**src/rtl/uart_rx.sv**
```systemverilog
// 8N1 UART receiver with 16x oversampling on sample_trigger; data bits arrive MSB first.
// Optional 2-of-3 majority vote at samples 7/8/9 when UART_RX_MAJORITY_VOTE_EN is defined.
//
// state        | meaning
// -------------+----------------------------------------------------------
// ST_IDLE      | line idle, waiting for a sampled 0 (start edge)
// ST_START     | inside start bit, confirming it at the decision sample
// ST_DATA      | shifting 8 data bits, MSB first
// ST_STOP      | checking the stop bit; leaves at the decision sample
// ST_WAIT_IDLE | after a framing error, waiting for the line to return to 1
module uart_rx (
    input  logic       clk,
    input  logic       rst,
    input  logic       sample_trigger,
    input  logic       serial_data,
    output logic [7:0] data,
    output logic       valid,
    output logic       framing_error,
    output logic       busy
);

    localparam logic [2:0] ST_IDLE      = 3'd0;
    localparam logic [2:0] ST_START     = 3'd1;
    localparam logic [2:0] ST_DATA      = 3'd2;
    localparam logic [2:0] ST_STOP      = 3'd3;
    localparam logic [2:0] ST_WAIT_IDLE = 3'd4;

`ifdef UART_RX_MAJORITY_VOTE_EN
    localparam logic [3:0] DEC_IDX = 4'd9;
`else
    localparam logic [3:0] DEC_IDX = 4'd8;
`endif

    logic [1:0] sync_q;
    logic       rx_s;
    logic       bit_val;
    logic       decision;

    logic [2:0] state_q,      state_d;
    logic [3:0] sample_cnt_q, sample_cnt_d;
    logic [2:0] bit_cnt_q,    bit_cnt_d;
    logic [7:0] shift_q,      shift_d;
    logic [7:0] data_q,       data_d;
    logic       valid_q,      valid_d;
    logic       fe_q,         fe_d;

    always_ff @(posedge clk) begin
        if (rst) begin
            sync_q <= 2'b11;
        end else begin
            sync_q <= {sync_q[0], serial_data};
        end
    end

    assign rx_s = sync_q[1];

`ifdef UART_RX_MAJORITY_VOTE_EN
    // vote_q[0] holds sample 7, vote_q[1] sample 8; sample 9 is the live rx_s.
    logic [1:0] vote_q;

    always_ff @(posedge clk) begin
        if (rst) begin
            vote_q <= 2'b11;
        end else if (sample_trigger) begin
            if (sample_cnt_q == 4'd7) vote_q[0] <= rx_s;
            if (sample_cnt_q == 4'd8) vote_q[1] <= rx_s;
        end
    end

    assign bit_val = (vote_q[0] & vote_q[1]) | (vote_q[0] & rx_s) | (vote_q[1] & rx_s);
`else
    assign bit_val = rx_s;
`endif

    assign decision = (sample_cnt_q == DEC_IDX);

    always_comb begin
        state_d      = state_q;
        sample_cnt_d = sample_cnt_q;
        bit_cnt_d    = bit_cnt_q;
        shift_d      = shift_q;
        data_d       = data_q;
        valid_d      = 1'b0;
        fe_d         = 1'b0;

        if (sample_trigger) begin
            case (state_q)
                ST_IDLE: begin
                    // The trigger that sees the start edge is sample 0.
                    if (!rx_s) begin
                        state_d      = ST_START;
                        sample_cnt_d = 4'd1;
                    end
                end
                ST_START: begin
                    sample_cnt_d = sample_cnt_q + 4'd1;
                    if (decision && bit_val) begin
                        state_d      = ST_IDLE;
                        sample_cnt_d = 4'd0;
                    end else if (sample_cnt_q == 4'd15) begin
                        state_d   = ST_DATA;
                        bit_cnt_d = 3'd7;
                    end
                end
                ST_DATA: begin
                    sample_cnt_d = sample_cnt_q + 4'd1;
                    if (decision) begin
                        shift_d = {shift_q[6:0], bit_val};
                    end
                    if (sample_cnt_q == 4'd15) begin
                        if (bit_cnt_q == 3'd0) begin
                            state_d = ST_STOP;
                        end else begin
                            bit_cnt_d = bit_cnt_q - 3'd1;
                        end
                    end
                end
                ST_STOP: begin
                    sample_cnt_d = sample_cnt_q + 4'd1;
                    // Leave mid stop bit so an immediately following start edge is caught.
                    if (decision) begin
                        sample_cnt_d = 4'd0;
                        if (bit_val) begin
                            data_d  = shift_q;
                            valid_d = 1'b1;
                            state_d = ST_IDLE;
                        end else begin
                            fe_d    = 1'b1;
                            state_d = ST_WAIT_IDLE;
                        end
                    end
                end
                ST_WAIT_IDLE: begin
                    if (rx_s) begin
                        state_d = ST_IDLE;
                    end
                end
                default: begin
                    state_d      = ST_IDLE;
                    sample_cnt_d = 4'd0;
                end
            endcase
        end
    end

    always_ff @(posedge clk) begin
        if (rst) begin
            state_q      <= ST_IDLE;
            sample_cnt_q <= 4'd0;
            bit_cnt_q    <= 3'd0;
            shift_q      <= 8'h00;
            data_q       <= 8'h00;
            valid_q      <= 1'b0;
            fe_q         <= 1'b0;
        end else begin
            state_q      <= state_d;
            sample_cnt_q <= sample_cnt_d;
            bit_cnt_q    <= bit_cnt_d;
            shift_q      <= shift_d;
            data_q       <= data_d;
            valid_q      <= valid_d;
            fe_q         <= fe_d;
        end
    end

    assign data          = data_q;
    assign valid         = valid_q;
    assign framing_error = fe_q;
    assign busy          = (state_q != ST_IDLE);

endmodule
```
**config.mk**
```make
export PLATFORM = sky130hd
export DESIGN_NAME = uart_rx
export DESIGN_NICKNAME = d
export VERILOG_FILES = /design/src/rtl/uart_rx.sv
export SDC_FILE = /design/constraint.sdc
export NUM_CORES = 1
export LEC_CHECK = 0
export ABC_AREA = 1
export CAP_MARGIN = 20
export CORE_ASPECT_RATIO = 0.9
export CORE_MARGIN = 1
export CORE_UTILIZATION = 36
export CTS_BUF_LIST = sky130_fd_sc_hd__clkbuf_16
export DETAILED_ROUTE_END_ITERATION = 10
export DONT_BUFFER_PORTS = 1
export PLACE_DENSITY = 0.58
export SLEW_MARGIN = 40
export SYNTH_ARGS = -nofsm -noshare
export SYNTH_HDL_FRONTEND = slang
export SYNTH_SLANG_ARGS = --single-unit
```
**constraint.sdc**
```tcl
create_clock -name clk -period 1.5 [get_ports clk]
set_input_delay 0.3 -clock clk [delete_from_list [all_inputs] [get_ports clk]]
set_output_delay 0.3 -clock clk [all_outputs]
set_load 0.005 [all_outputs]
```
### Word level (Yosys, flattened, before mapping)

Cells that the tools add are included.

* bits in registers: 30
* output and inout bits: 11

* bitwise operators: 4
* add/subtract/negate cells: 2
* mux-type cells: 20
* reduce and logical (&&, ||, !) cells: 11
* equality and inequality tests: 15

Operators by type and width (count)
* 3-bit two-way mux: 12
* 4-bit one-hot mux with 5 select lines: 1
* 2-bit inequality test (second input constant): 8
* 3-bit one-hot mux with 5 select lines: 1
* 4-bit two-way mux: 3
* 4-bit equality test (second input constant): 2
* 7-bit AND reduction: 1
* 3-bit by 2-bit equality test with 1-bit output (second input constant): 2
* 3-bit zero test: 2
* 3-bit one-hot mux with 2 select lines: 1
* 3-bit AND reduction: 2
* 6-bit AND reduction: 1
* 4-bit by 1-bit adder with 4-bit output (second input constant): 1
* 1-bit inverter: 4
* 4-bit AND reduction: 1
* 4-bit OR reduction: 1
* 3-bit by 1-bit equality test with 1-bit output (second input constant): 1
* 3-bit equality test (second input constant): 1
* 3-bit inequality test (second input constant): 1
* 3-bit nonzero test: 1
* 3-bit by 1-bit subtractor with 3-bit output (second input constant): 1
* 1-bit two-way mux: 2
* 2-bit nonzero test: 1
* 1-bit logical AND: 1

### Logic depth before layout (Yosys ltp)

Gate-level depths: netlist (run 1).

* depth in word-level cells: 4
* mapped depth: 11
* depth with buffers taken out: 11

### Worst setup path after synthesis (run 1)

No wires, ideal clock.

* kind: register -> register
* start point: register bit_cnt_q[0]
* end point: register bit_cnt_q[0]
* library setup time: 0.113 ns
* stages on the path, launching flop included: 12
* data arrival time: 1.264 ns
* data required time: 1.387 ns
* setup slack: 0.123 ns
* cell sequence: dfxtp_1 -> inv_1 -> ha_1 -> ha_1 -> inv_1 -> nand3_1 -> nand2_1 -> nand2_1 -> nor2_4 -> inv_2 -> nor2_1 -> nor2_1

* longest elaborated chain between the ends: 4
* elaborated cells between the ends (all ways): 7
* classes of those cells: 1 x add/sub; 1 x eq/ne; 3 x mux; 2 x reduce/logical

RTL lines
* start: declaration: line 41 `logic [2:0] bit_cnt_q, bit_cnt_d;`
* start signal: assignment: line 158 `bit_cnt_q <= bit_cnt_d;`
* 3-bit by 1-bit subtractor with 3-bit output: line 114 `bit_cnt_d = bit_cnt_q - 3'd1;`
* 3-bit two-way mux: line 111 `if (bit_cnt_q == 3'd0) begin`
* 3-bit two-way mux: line 110 `if (sample_cnt_q == 4'd15) begin`
* 3-bit one-hot mux with 2 select lines: line 87 `case (state_q)`

Several ways; a longest one is shown, not always the timed one. The select of a mux whose other input is x is not followed.
A chain may end at the register's enable or synchronous reset.

### Worst setup path after layout (run 1)

* start point: register bit_cnt_q[0]
* end point: register bit_cnt_q[2]

The elaborated chain is that of the path after synthesis.

==> results of run 1 <==
[per-stage QoR]
| step | area (um2) | setup TNS, ns | hold WS [ns] | util (%) |
|---|---|---|---|---|
| after floorplan | 1498 | 0 | 0.3691 | - |
| after global placement | 1559 | 0 | 0.3725 | 40.64 |
| after detailed placement | 1559 | 0 | 0.3744 | 40.64 |
| after CTS | 1724 | 0 | 0.08880 | 44.94 |
| after global routing | 1788 | -0.01827 | 0.07957 | 46.61 |
| final | 1788 | 0 | 0.08850 | 46.61 |
[final cells by class]
class	count	area (um2)	area share [%]
multi-input combinational	141	842.1	47.10
timing repair buffer	6	45.04	2.519
tap	46	57.56	3.219
clock buffer	5	125.1	6.998
inverter	19	73.82	4.129
clock inverter	3	40.04	2.239
sequential	30	604.3	33.80
[kinds of logic after synthesis]
group / share of synthesized area (%)
fa+ha+maj: 3.342
xor+xnor: 0.5849
buf+inv: 7.184
flops: 40.10
compound gates: 9.774
simple gates: 39.01
[worst max path at each step]
| stage | cells past startpoint | endpoint | startpoint | slack, ns |
|---|---|---|---|---|
| 2_1_floorplan | 11 | bit_cnt_q[0] | bit_cnt_q[0] | 0.12 |
| 3_3_place_gp | 11 | bit_cnt_q[2] | bit_cnt_q[0] | 0.05 |
| 3_5_place_dp | 11 | bit_cnt_q[1] | bit_cnt_q[0] | 0.02 |
| 4_1_cts | 11 | bit_cnt_q[1] | bit_cnt_q[0] | 0.02 |
| 5_1_grt | 11 | bit_cnt_q[2] | bit_cnt_q[0] | -0.02 |
| 6_report | 11 | bit_cnt_q[2] | bit_cnt_q[0] | 0.08 |
[where the power goes]
part,switching [mW],internal [mW],leakage [nW]
Combinational,0.721,0.457,0.431
Clock,0.331,0.774,0.0836
Sequential,0.111,0.883,0.244
[worst max-delay path, cell delays in order, from the launching register on]
cell and delay [ns]:
dfxtp_2 0.34, inv_2 0.04, ha_4 0.15, ha_4 0.15, inv_2 0.05, nand3_2 0.07, nand2_2 0.08, nand2_2 0.06
nor2_4 0.14, inv_2 0.06, nor2_1 0.10, nor2_1 0.04
[state kept, by name, summed over array words and instances, names as in the netlist]
signal         cells
valid              1
state_q            3
sync_q             2
bit_cnt_q          3
shift_q            8
framing_error      1
sample_cnt_q       4
data               8
[metal layers]
layer  GRT usage (%)  part of all wire (%)  vias to the layer above
met4           6.000                   1.1                        0
met3           5.120                   3.7                        4
met2           20.43                    42                       19
li1                -                     -                      646
met1           19.29                    53                      533
met5               0                     0                        -
[timing repair]
item                       4_1_cts  5_1_grt
gates resized for setup          0       18
setup buffers                    0        1
setup endpoints to repair        0       21
[cells in the final DEF, fill, tap and decap left out, types with 7 or more instances in the layout]
cell type	instances
inv_1	8
nand3_2	7
nand2_1	36
o21ai_1	11
a21oi_1	15
inv_2	10
nor2_1	24
nand2_2	7
dfxtp_1	27
nand3_1	17
==> impl_results.md, run 1 <==
* Worst EP arrival at 1.58 ns
* Initial DRT Pass Iterations at 4
* Max Fclk at around 700 MHz
* Initial antenna violation count at 0
* CTS Buffer Depth at 2
* YS warnings at 0
* Syn Area/Cell at 7.720 um2
* Drt total wl at roughly 2.9 mm
* MaxCap Viol Count at 0
* Routed vias/inst at 4.808
* Vias at 1202
* Min-Delay Startpoint: rst
* Nets at ~210
* Row count at 21
* # H-tree levels at 2
* Sequential fraction of the synthesis area at approximately 40%
* Number of diodes at 0
* Final std cells w/o fill at 250
* Detail Route Antenna Nets at 0
* Async S/R FF share, synth at 0%
* WP data required at 1.66 ns
* Static leakage at 0.7586 nW
* Final setup viols at 0
* Initial core utilization at 39.04%
* Power per Cell Area at around 1800 nW/um2
* Worst Hold Path Cells at 1
* Post-synth EDFFs at 0
* Final WS setup at 0.07829 ns
* Critical path startpoint category: flop
* Cell variety after synth at 26
* Die Area at ~4400 um2
* Worst R2R End: bit_cnt_q[2]
* Tightest Hold Check Type: in -> reg
* Number of global-route vias before repair at 1135
* Slew @ Worst Pin at approximately 0.46 ns
* Final Max Slew Viols at 0
* Largest net degree at the start of global routing at 17
* Commonest cells in the netlist: nand2_1, dfxtp_1, nor2_1, nand3_1, a21oi_1
* CTS Buf Count at 5
* Hold endpoint: sample_cnt_q[0]
* First DRT Iteration DRCs at 61
* Setup CP Type: reg -> reg
* Placed cell count at 241
* Max-slew headroom at between 60% and 70%
* R2R Setup Slk at 0.08 ns
* Synthesis-to-layout area growth at 19.38%
* Max IR drop VDD at approximately 1.3 mV
* Residual DRC at 0
* IO buf count at 0
* Hold-fix buffers at CTS at 0
* Period minus WS final at around 1.4 ns
* CTS Sinks at 30
* Layout cells sized above 1 at between 30 and 40%
* Ports at 15
* Core ar. at roughly 3800 um2
* WL/cell at ~12 um
* Syn nets at 202
* Synth area leaders: dfxtp_1, nand2_1, nor2_1
* Die H at 63.19 um
* HPWL reported at the end of detailed placement at 2.045 mm
* Global route overflow at 0
* Endpoints failing hold at 0
* Largest area contributor in the netlist: dfxtp_1
* Synth Flop Type: dfxtp_1
* Count leader, synth: nand2_1
* Place WS at 0.02216 ns
* Worst-Skew Late Latency at between 0.2 and 0.3 ns
* Global Route Usage Sum at between 10 and 15%
* First-pass GRT wire length at just under 5 mm
* CP max FO at 4
* Synth Register Bits at 30
* Status: finished clean
* Root Buffer: clkbuf_16
* R2R cell count at 11
* RSZ-0062 raised after global routing: yes
* Max Clock Skew at 0.006536 ns
* Fill count at 390
* Gate Count Post-Synth at 194
* Tot Pwr at 3.279 mW
* CTS tree: done
* Clk pin slew, worst setup/hold paths at 0.05 ns
* Gpl congestion at 0.7811
* R2r startpoint: bit_cnt_q[0]
* Die Wd at 69.99 um
* Crit end category: flop
* Final Cycle Share at 94.78%
* Synthesized cell area at approximately 1500 um2
* Top cell type's share of synthesized area at 40.10%
No activity file was read; power rests on OpenSTA's default activity.
==> run 2: changes to the inputs <==
--- a/config.mk
+++ b/config.mk
@@ -7,13 +7,15 @@
 export LEC_CHECK = 0
 export ABC_AREA = 1
 export CAP_MARGIN = 20
+export CELL_PAD_IN_SITES_DETAIL_PLACEMENT = 1
+export CELL_PAD_IN_SITES_GLOBAL_PLACEMENT = 2
 export CORE_ASPECT_RATIO = 0.9
 export CORE_MARGIN = 1
 export CORE_UTILIZATION = 36
 export CTS_BUF_LIST = sky130_fd_sc_hd__clkbuf_16
 export DETAILED_ROUTE_END_ITERATION = 10
 export DONT_BUFFER_PORTS = 1
-export PLACE_DENSITY = 0.58
+export PLACE_DENSITY = 0.85
 export SLEW_MARGIN = 40
 export SYNTH_ARGS = -nofsm -noshare
 export SYNTH_HDL_FRONTEND = slang
==> run 2 against run 1 <==
Compared with the run above: clock skew decreased by 0.0050 ns; die area unchanged; fmax decreased by 0.24%; clock power decreased by 19%; core utilization decreased by 0.65 points; register-to-register slack about the same; hold slack improved by 0.0048 ns; routed wire length increased by 29%; power decreased by 4.9%; global-route usage increased by 4.4 points; via count increased by 7.0%; combinational power increased by 3%; critical endpoint is now bit_cnt_q[0].
==> impl_results.md, run 2 (same netlist as run 1, synthesis figures left out) <==
* Status: finished clean (unchanged)
* Vias at 1286 (was 1202)
* Final std cells w/o fill at 248 (was 250)
* Max IR drop VDD at 0.6426 mV (was 1.279 mV)
* Net Sw Frac at 38.41% (was 35.49%)
* GRT met2 Usage at 33.05% (was 20.43%)
* Global route overflow at 0 (unchanged)
* Tightest Hold Check Type: in -> reg (unchanged)
* WP data required at 1.66 ns (about the same)
* Final setup viols at 0 (unchanged)
* Reg power frac at 32.4% (was 30.3%)
* Max Clock Skew at 0.001546 ns (was 0.006536 ns)
* MaxCap Viol Count at 0 (unchanged)
* Global Route Usage Sum at 18.71% (was 14.29%)
* Synthesis-to-layout area growth at 17.71% (was 19.38%)
* CTS Sinks at 30 (unchanged)
* Fill count at 482 (was 390)
* Clock share of power at 28.7% (was 33.7%)
* CTS Buf Count at 5 (unchanged)
* Number of diodes at 0 (unchanged)
* Layout cells sized above 1 at 32.67% (was 30.39%)
* Root Buffer: clkbuf_16 (unchanged)
* CTS tree: done (unchanged)
* Ports at 15 (unchanged)
* Die Wd at 69.99 um (unchanged)
* Max Fclk at 701.7 MHz (was 703.4 MHz)
* Grt peak-use layer: met2 (unchanged)
* Met1 Resource Use GR at 20.36% (was 19.29%)
* Tot Pwr at 3.120 mW (was 3.279 mW)
* Commonest non-fill, non-tap cell in the layout: nand2_1 (unchanged)
* Row count at 21 (unchanged)
* Nets at 211 (unchanged)
* Max-slew headroom at 67.83% (was 69.61%)
* Psw at 1.198 mW (was 1.164 mW)
* Initial DRT Pass Iterations at 4 (unchanged)
* Number of global-route vias before repair at 1377 (was 1135)
* WL/cell at 15.13 um (was 11.61 um)
* Clk pin slew, worst setup/hold paths at 0.05 ns (about the same)
* Die Area at 4423 um2 (unchanged)
* Worst EP arrival at 1.58 ns (about the same)
* Largest net degree at the start of global routing at 17 (unchanged)
* Residual DRC at 0 (unchanged)
* CP max FO at 4 (unchanged)
* Period minus WS final at 1.425 ns (was 1.422 ns)
* Endpoints failing hold at 0 (unchanged)
* Crit end category: flop (unchanged)
* Final WS setup at 0.07487 ns (was 0.07829 ns)
* Internal power at 1.921 mW (was 2.115 mW)
* Final core occ at 45.96% (was 46.61%)
* Core ar. at 3836 um2 (unchanged)
* Logic pwr share at 39.0% (was 35.9%)
* # H-tree levels at 2 (unchanged)
* Initial core utilization at 39.04% (unchanged)
* CTS Buffer Depth at 2 (unchanged)
* HPWL reported at the end of detailed placement at 2.761 mm (was 2.045 mm)
* Gpl congestion at 0.7860 (was 0.7811)
* Critical path startpoint category: flop (unchanged)
* Die H at 63.19 um (unchanged)
* Static leakage at 0.7413 nW (was 0.7586 nW)
* Final Cycle Share at 95.01% (was 94.78%)
* Placed cell count at 240 (was 241)
* Slew @ Worst Pin at 0.4820 ns (was 0.4554 ns)
* Worst Hold Path Cells at 1 (unchanged)
* R2R cell count at 11 (unchanged)
* Place WS at -0.05307 ns (was 0.02216 ns)
* First-pass GRT wire length at 6.313 mm (was 4.968 mm)
* IO buf count at 0 (unchanged)
* Detail Route Antenna Nets at 0 (unchanged)
* Drt total wl at 3.751 mm (was 2.902 mm)
* Final Max Slew Viols at 0 (unchanged)
* Worst-Skew Late Latency at 0.27 ns (about the same)
* Power per Cell Area at 1770 nW/um2 (was 1834 nW/um2)
* Commonest non-fill, non-tap cells in the layout: nand2_1, dfxtp_1, nor2_1, nand3_1, a21oi_1 (unchanged)
* First DRT Iteration DRCs at 34 (was 61)
* Routed vias/inst at 5.185 (was 4.808)
* Worst Hold Slack at 0.09331 ns (was 0.08850 ns)
* Setup CP Type: reg -> reg (unchanged)
* Met3 Use GR at 5.440% (was 5.120%)
* Initial antenna violation count at 0 (unchanged)
## run 2: cell types whose count changed in the layout (fill, tap and decap cells not counted)
cell | before | now
dfxtp_1 | 27 | 24
dfxtp_2 | 3 | 6
clkinv_2 | 2 | 0
nor2_1 | 24 | 22
nor2_2 | 5 | 7
bufinv_16 | 1 | 0
clkinv_1 | 0 | 1
inv_1 | 8 | 7
inv_2 | 10 | 11
nand2_1 | 36 | 35
nand2_2 | 7 | 8
## run 2: what timing repair did
item                       CTS  global route
gates resized for setup      8            17
hold buffers                 0             0
setup endpoints to repair    5            21
pin swaps                    5             9
buffers inserted             1             1
## run 2: worst paths after layout
check | from | end | slack (ns)
setup / recovery | bit_cnt_q[1] | bit_cnt_q[0] | 0.07
hold / removal | rst | sample_cnt_q[1] | 0.09
setup reg to reg | bit_cnt_q[1] | bit_cnt_q[0] | 0.07
hold reg to reg | sync_q[0] | sync_q[1] | 0.42
## run 2: final cells by class
type	count	area [um2]	share of cell area, %
well taps	46	57.56	3.265
multi-input cells	141	849.6	48.19
clock buffers	5	125.1	7.097
flip-flops and latches	30	608.1	34.49
inverters	19	73.82	4.187
repair buffers	6	45.04	2.555
clock inverters	1	3.754	0.2129
## run 2: layer usage
layer,wire (um),vias to the layer above
met5,0,-
met4,91,0
met3,85,7
met2,1945,13
met1,1628,623
li1,-,643
## run 2: stage by stage
stage | setup TNS, ns | cell area, um2
2_1_floorplan | 0 | 1498
3_3_place_gp | -0.01321 | 1551
3_5_place_dp | -0.1193 | 1551
4_1_cts | 0 | 1700
5_1_grt | -0.0003467 | 1763
6_report | 0 | 1763
## run 2: power groups by stage
stage	combinational [mW]	clock, mW	sequential, mW
5_1_grt	1.36	0.970	1.02
4_1_cts	1.11	0.923	0.997
2_1_floorplan	0.868	0	0.966
3_3_place_gp	1.02	0	0.997
3_5_place_dp	1.06	0	1.01
6_report	1.22	0.894	1.01
## run 2: worst max-delay path, stage by stage, from the launching register on
cell and delay, ns:
dfxtp_2 0.34, inv_2 0.05, ha_4 0.15, ha_4 0.14, inv_2 0.05, nand3_1 0.07
nand2_1 0.09, nand2_2 0.06, nor2_4 0.13, inv_2 0.08, nor2_2 0.11, nor2_1 0.04
